[src/rtl/fp_bcd_arb.sv]
// Two-requester round-robin front end sharing one Q20.20 -> BCD converter.
// Each conversion scales by 10^6 (rounded), then runs a serial double-dabble over 40 bits.
module fp_bcd_arb #(
  parameter int N_DIG = 13,
  parameter int FRAC  = 20
) (
  input  logic                     clk,
  input  logic                     rst_n,
  input  logic [1:0]               req_i,
  input  logic [2*FRAC-1:0]        val0_i,
  input  logic [2*FRAC-1:0]        val1_i,
  output logic [1:0]               ack_o,
  output logic                     busy_o,
  output logic                     out_valid_o,
  output logic                     out_id_o,
  output logic [4*(N_DIG-1)-1:0]   out_bcd_o,
  output logic                     out_ovf_o
);

  localparam int W  = 2 * FRAC;
  localparam int PW = W + 20;
  localparam int DW = 4 * N_DIG;
  localparam int CW = $clog2(W);
  localparam logic [PW-1:0] SCALE_K = PW'(1_000_000);

  typedef enum logic [1:0] {IDLE, SCALE, SHIFT} state_e;

  state_e         state_q, state_d;
  logic [1:0]     ack_q, ack_d;
  logic           valid_q, valid_d;
  logic [W-1:0]   op_q, op_d;
  logic           id_q, id_d;
  logic           last_q, last_d;
  logic [CW-1:0]  cnt_q, cnt_d;
  logic [DW-1:0]  dig_q, dig_d;
  logic [DW-5:0]  bcd_q, bcd_d;
  logic           ovf_q, ovf_d;
  logic           out_id_q, out_id_d;

  logic [PW-1:0]   product;
  logic [W-1:0]    scaled;
  logic [FRAC-2:0] unused_frac;
  logic [DW-1:0]   dig_adj;
  logic            grant_id;

  // Bit FRAC-1 of the product is the first dropped fraction bit: adding it rounds half up.
  assign product     = {{(PW-W){1'b0}}, op_q} * SCALE_K;
  assign scaled      = product[PW-1:FRAC] + {{(W-1){1'b0}}, product[FRAC-1]};
  assign unused_frac = product[FRAC-2:0];

  always_comb begin
    dig_adj = dig_q;
    for (int i = 0; i < N_DIG; i++) begin
      if (dig_q[4*i +: 4] >= 4'd5) dig_adj[4*i +: 4] = dig_q[4*i +: 4] + 4'd3;
    end
  end

  // A lone request wins outright; on a tie the requester not served last time wins.
  always_comb begin
    unique case (req_i)
      2'b01:   grant_id = 1'b0;
      2'b10:   grant_id = 1'b1;
      default: grant_id = ~last_q;
    endcase
  end

  always_comb begin
    // NOTE: every _d gets its hold value first, so no path through the case can infer a latch.
    state_d  = state_q;
    ack_d    = 2'b00;
    valid_d  = 1'b0;
    op_d     = op_q;
    id_d     = id_q;
    last_d   = last_q;
    cnt_d    = cnt_q;
    dig_d    = dig_q;
    bcd_d    = bcd_q;
    ovf_d    = ovf_q;
    out_id_d = out_id_q;
    unique case (state_q)
      IDLE: begin
        if (|req_i) begin
          id_d    = grant_id;
          last_d  = grant_id;
          ack_d   = grant_id ? 2'b10 : 2'b01;
          op_d    = grant_id ? val1_i : val0_i;
          state_d = SCALE;
        end
      end
      SCALE: begin
        op_d    = scaled;
        dig_d   = '0;
        cnt_d   = CW'(W - 1);
        state_d = SHIFT;
      end
      SHIFT: begin
        dig_d = {dig_adj[DW-2:0], op_q[cnt_q]};
        cnt_d = cnt_q - 1'b1;
        if (cnt_q == '0) begin
          cnt_d    = '0;
          bcd_d    = dig_d[DW-5:0];
          ovf_d    = |dig_d[DW-1:DW-4];
          out_id_d = id_q;
          valid_d  = 1'b1;
          state_d  = IDLE;
        end
      end
      default: state_d = IDLE;
    endcase
  end

  // NOTE: sequential state uses <= so every register samples pre-edge values of the others.
  always_ff @(posedge clk or negedge rst_n) begin
    if (!rst_n) begin
      state_q  <= IDLE;
      ack_q    <= 2'b00;
      valid_q  <= 1'b0;
      op_q     <= '0;
      id_q     <= 1'b0;
      last_q   <= 1'b1;
      cnt_q    <= '0;
      dig_q    <= '0;
      bcd_q    <= '0;
      ovf_q    <= 1'b0;
      out_id_q <= 1'b0;
    end else begin
      state_q  <= state_d;
      ack_q    <= ack_d;
      valid_q  <= valid_d;
      op_q     <= op_d;
      id_q     <= id_d;
      last_q   <= last_d;
      cnt_q    <= cnt_d;
      dig_q    <= dig_d;
      bcd_q    <= bcd_d;
      ovf_q    <= ovf_d;
      out_id_q <= out_id_d;
    end
  end

  assign ack_o       = ack_q;
  assign busy_o      = (state_q == SCALE) || (state_q == SHIFT);
  assign out_valid_o = valid_q;
  assign out_id_o    = out_id_q;
  assign out_bcd_o   = bcd_q;
  assign out_ovf_o   = ovf_q;

endmodule

[config.mk]
export PLATFORM = sky130hd
export DESIGN_NAME = fp_bcd_arb
export DESIGN_NICKNAME = d
export VERILOG_FILES = /design/src/rtl/fp_bcd_arb.sv
export SDC_FILE = /design/constraint.sdc
export NUM_CORES = 1
export LEC_CHECK = 0
export CORE_ASPECT_RATIO = 1.25
export CORE_MARGIN = 1.5
export CORE_UTILIZATION = 60
export CTS_BUF_LIST = sky130_fd_sc_hd__clkbuf_8
export CTS_CLUSTER_SIZE = 28
export DETAILED_ROUTE_END_ITERATION = 16
export GPL_ROUTABILITY_DRIVEN = 0
export PLACE_DENSITY = 0.82
export REMOVE_ABC_BUFFERS = 1
export SYNTH_ARGS = -nofsm -noshare
export SYNTH_HDL_FRONTEND = slang
export SYNTH_SLANG_ARGS = --single-unit
[constraint.sdc]
create_clock -name clk -period 10 [get_ports clk]
set_input_delay 2 -clock clk [delete_from_list [all_inputs] [get_ports clk]]
set_output_delay 2 -clock clk [all_outputs]
set_load 0.01 [all_outputs]
==> Word level (Yosys, flattened, before mapping) <==
Cells that the tools add are included.
{ "totals": {"ff_bits": 155, "input_bits": 84, "rom_bits": 0, "output_inout_bits": 54, "elab_cells": 89, "ramBits": 0, "latchBits": 0, "mem_count": 0} }
{ "classes": {"multipliers": 1, "n_div": 0, "n_shift": 0, "bitwise": 1, "add_sub_neg": 15, "reduce_logical": 11, "n_eq_ne": 6, "muxes": 30, "n_lt_le_gt_ge": 14} }
{ "op_table": {"columns": ["operator", "n"], "rows": [
  ["$pmux 52 s2", 1],
  ["$mux 40", 2],
  ["$pmux 40 s2", 1],
  ["$mul 40x14->54 const B", 1],
  ["$ge 4x3->1 const B", 13],
  ["$add 4x2->4 const B", 12],
  ["$mux 4", 12],
  ["$add 40x1->40", 1],
  ["$pmux 6 s2", 1],
  ["$mux 2", 5],
  ["$reduce_and 2->1", 4],
  ["$lt 6x7->1 const B", 1],
  ["$bmux 1 s6", 1],
  ["$logic_not 6->1", 1],
  ["$mux 6", 1],
  ["$pmux 2 s3", 1],
  ["$sub 6x1->6 const B", 1],
  ["$eq 2x1->1 const B", 2],
  ["$eq 2x2->1 const B", 2],
  ["$ne 2x2->1 const B", 2],
  ["$reduce_bool 2->1", 2],
  ["$reduce_or 4->1", 1],
  ["$add 3x2->3 const B", 1],
  ["$mux 1", 3],
  ["other kinds (6)", 6]
]} }

==> Depth between registers and ports, before layout <==
{ "logic_depth": {"word_depth": 5, "ltp_mapped": 27, "mapped_depth_nobuf": 25} }

==> Worst setup path before layout <==
Ideal clock, no wire load.
{ "synth_timing": {"kind": "flip-flop to flip-flop", "start": "reg op_q[2]", "end": "reg op_q[38]", "t_required_ps": 9931, "slack_ps": 3035, "synth_period_minus_slack_ps": 6965, "arrival_ps": 6896, "setup_ps": 69, "path_buffers": 2, "path_stages_with_launch": 25, "cell_sequence": "dfrtp_1 -> inv_1 -> fa_1 -> inv_1 -> fa_1 -> fa_1 -> fa_1 -> ha_1 -> inv_1 -> fa_1 -> inv_1 -> ha_1 -> buf_2 -> a211oi_1 -> o21bai_1 -> a211oi_4 -> o31ai_2 -> xor2_2 -> nand4_2 -> or4_1 -> buf_2 -> nor4_4 -> nand4_2 -> or4b_1 -> nand3_1"} }
{ "synth_via": {"elab_chain_cells": 3} }
{ "synth_rtl": {"columns": ["element", "line", "rtl"], "rows": [
  ["start: declaration", "31", "logic [W-1:0] op_q, op_d;"],
  ["start signal: assignment", "130", "op_q <= op_d;"],
  ["$mul 40x14->54", "47", "assign product = {{(PW-W){1'b0}}, op_q} * SCALE_K;"],
  ["$add 40x1->40", "48", "assign scaled = product[PW-1:FRAC] + {{(W-1){1'b0}}, product[FRAC-1]};"],
  ["$pmux 40 s2", "80", "unique case (state_q)"]
]} }
No other way between the ends.
A chain may end at the register's enable or synchronous reset.

==> Final worst setup path <==
{ "layout_timing": {"start": "reg op_q[4]", "end": "reg op_q[38]"} }
Same word-level chain as after synthesis.

==> flow_summary.json <==
{
  "tns_ns": 0,
  "cp_data_required_time_ns": 10.44,
  "postCtsSetupRepairBufs": 0,
  "antenna_found_initial": 0,
  "initial_core_util_pct": 61.1,
  "cts-hold-fix-buffers": 0,
  "n_antenna_cell": 0,
  "netlist_instances": 1921,
  "fmax_mhz": 125,
  "worst_clock_skew_ns": 0.0195,
  "met1_usage_pct": 40.1,
  "cp_common_cell": "sky130_fd_sc_hd__fa_1",
  "design.final.nets": 2494,
  "tritoncts.num_buffers": 17,
  "clkTransAtPathRegs_ns": 0.10,
  "timing.max_slew.rel_slack_pct": 37.3,
  "worst_r2r_startpoint": "op_q[4]",
  "yosys_register_bits": 155,
  "rrSetupSlack_ns": 1.99,
  "layout-drive-gt1-share_pct": 6.47,
  "grt.met3_usage_pct": 7.38,
  "clk-insertion-delay-late_ns": 0.50,
  "setup.worst_path.start": "op_q[4]",
  "start_kind": "flip-flop",
  "core_area_mm2": 0.0293,
  "port_buffers": 137,
  "die_w_um": 157,
  "area_grow_syn2layout_pct": 11.6,
  "grt_use_total_pct": 33.2,
  "boundary_pin_count": 138,
  "synth-edff-count": 0,
  "hold_start": "out_bcd_o[12]",
  "synthesis.area_mm2": 0.0179,
  "drtPass1Iterations": 6,
  "cp_top_family": "adder cells",
  "final_min_period_over_clock_period_pct": 80.1,
  "grt_first_pass_wirelength_um": 79400,
  "drc": 0,
  "setup_viol_count_final": 0,
  "setup.worst_path.class": "reg2reg",
  "crit_chain": "inv_1, fa_1, inv_1, fa_1, fa_1, fa_1, ha_1, inv_1, fa_1, inv_1, ha_1, a211oi_1, nor2_1, nor3_2, o31ai_2, xor2_2, nand4_2, or4_1, nor4_4, nand4_2, or4b_1, nand3_1",
  "path_buf_inv": 4,
  "antenna_violation_net_count_after_detailed_routing": 0,
  "die_y_um": 196,
  "num_rows": 70,
  "final_period_minus_worst_setup_slack_ns": 8.01,
  "timing.rr.end": "op_q[38]",
  "place_hpwl_um": 38500,
  "finalHoldViolations": 0,
  "crit_path_top_delay_cell": "sky130_fd_sc_hd__or4_1",
  "hold-path-cell-count": 2,
  "pin_count_of_the_biggest_net_entering_global_routing": 100,
  "fillCellCount": 2304,
  "yosysWarnings": 0,
  "post_cts.resized_instances": 0,
  "crit_fanout": 9,
  "final_util_pct": 68.2,
  "yosys.cell_types.count": 84,
  "routed_wirelength_um": 48500,
  "drtIter0Drc": 1227,
  "overflow_after_grt": 0,
  "status": "complete, no violations",
  "synthArstFlopShare_pct": 100,
  "clock_tree.buffer_depth": 2,
  "worst_ep_arrival_time_ns": 8.45,
  "synth-seq-area-share_pct": 21.7,
  "met2_usage_pct": 55.6,
  "min_to": "out_bcd_o[12]",
  "grt_pass1_vias": 15772,
  "cts.sink_count": 155,
  "timing.critical_path.to_type": "flip-flop",
  "critical_path.max_stage_delay_ns": 0.71,
  "floorplan.die_area_mm2": 0.0308,
  "cp.depth": 22,
  "grt_setup_unrepaired": "false",
  "worstRegToRegCells": 22,
  "cts_tree": "built",
  "ys_dominant_reg_cell": "sky130_fd_sc_hd__dfrtp_1",
  "gr-max-usage-layer": "met2",
  "min_path_type": "reg2reg",
  "syn-mean-instance-area_um2": 9.30,
  "h-tree-depth": 4,
  "max_slew.worst_pin.slew_ns": 0.940,
  "slew_viol_final": 0,
  "drv.max_cap_violation_count": 0,
  "wire_per_inst_um": 19.9,
  "cts-root-buf": "sky130_fd_sc_hd__clkbuf_8",
  "routed-via-count": 14971,
  "detail_route.vias_per_cell": 6.15
}
metrics by stage:
stage | cell area (um2) | cells | setup WS (ns) | hold slack, ns
6_report | 19900 | 2435 | 1.99 | 0.483
5_1_grt | 19900 | 2435 | 1.64 | 0.509
4_1_cts | 19900 | 2435 | 2.11 | 0.488
3_5_place_dp | 19600 | 2403 | 2.17 | 0.469
3_3_place_gp | 19600 | 2403 | 2.24 | 0.461
2_1_floorplan | 17600 | 1861 | 3.03 | 0.462
worst max path at each step:
stage | to | slack [ns]
after CTS | op_q[38] | 2.11
after global routing | op_q[38] | 1.64
after global placement | op_q[38] | 2.24
after detailed placement | op_q[38] | 2.17
after floorplan | op_q[38] | 3.03
final | op_q[38] | 1.99
worst min-delay path: stages (launching register included):
cell and delay, ns:
sky130_fd_sc_hd__dfrtp_1 0.35, sky130_fd_sc_hd__nand2_1 0.04, sky130_fd_sc_hd__o21ai_0 0.06
placed cells by master, fill, tap and decap left out, types with 20 or more instances in the layout:
master,n
sky130_fd_sc_hd__mux2_2,35
sky130_fd_sc_hd__ha_1,208
sky130_fd_sc_hd__mux2i_1,27
sky130_fd_sc_hd__inv_1,295
sky130_fd_sc_hd__a21oi_1,127
sky130_fd_sc_hd__fa_1,174
sky130_fd_sc_hd__nand4_1,20
sky130_fd_sc_hd__nand3_1,31
sky130_fd_sc_hd__xor2_1,29
sky130_fd_sc_hd__o22ai_1,54
sky130_fd_sc_hd__nor2_1,82
sky130_fd_sc_hd__clkdlybuf4s50_1,136
sky130_fd_sc_hd__dfrtp_1,154
sky130_fd_sc_hd__o21ai_0,144
sky130_fd_sc_hd__xnor2_1,53
sky130_fd_sc_hd__nand2_1,158
cell type report:
cell class              count  area [um2]  area share, %
clock buffers              17         234           1.17
flip-flops and latches    155        3880           19.5
inverters                 294        1100           5.53
clock inverters            15         119          0.596
repair buffers            146        1440           7.22
well taps                 396         495           2.48
multi-input cells        1412       12700           63.5
sequential cells by signal (all words and copies together), names as in the netlist:
signal       cells
op_q            40
ack_o            2
cnt_q            6
out_id_o         1
dig_q           52
state_q          2
out_bcd_o       48
id_q             1
last_q           1
out_valid_o      1
out_ovf_o        1
cell families after synthesis:
family,count (synthesis),share of synthesized area (%)
compound gates,442,15.0
simple gates,427,12.1
fa+ha+maj,384,34.2
buf+inv,354,7.54
flops,155,21.7
xor+xnor,85,4.29
mux,74,5.23
synth_stat cells, drive strengths merged (9+ instances only):
master,number,share of area (%)
nand3,32,0.92
a22o,11,0.54
clkbuf,49,1.0
mux4,12,1.5
mux2i,27,1.5
a21o,14,0.59
o21a,9,0.38
inv,294,6.2
nand4,24,1.0
a31oi,12,0.42
a211oi,11,0.53
and3,10,0.35
ha,210,15
nand2b,19,0.67
buf,11,0.34
xor2,32,1.7
xnor2,53,2.6
and2,18,0.63
o211ai,11,0.52
o21ai,148,4.2
fa,174,19
nor3b,14,0.59
and4,9,0.44
nor3,18,0.56
a21oi,129,3.6
mux2,35,2.2
nand2,159,3.3
o22ai,55,2.0
nor2,83,1.8
dfrtp,154,22
per-layer routing:
metal,part of all wire [%],up-vias
met2,49,733
met4,5.1,0
met5,0,-
li1,-,6766
met1,38,7261
met3,7.8,211
Power is not shown: default switching activity piles up to over one toggle a cycle in this logic, so the estimate is an artifact.
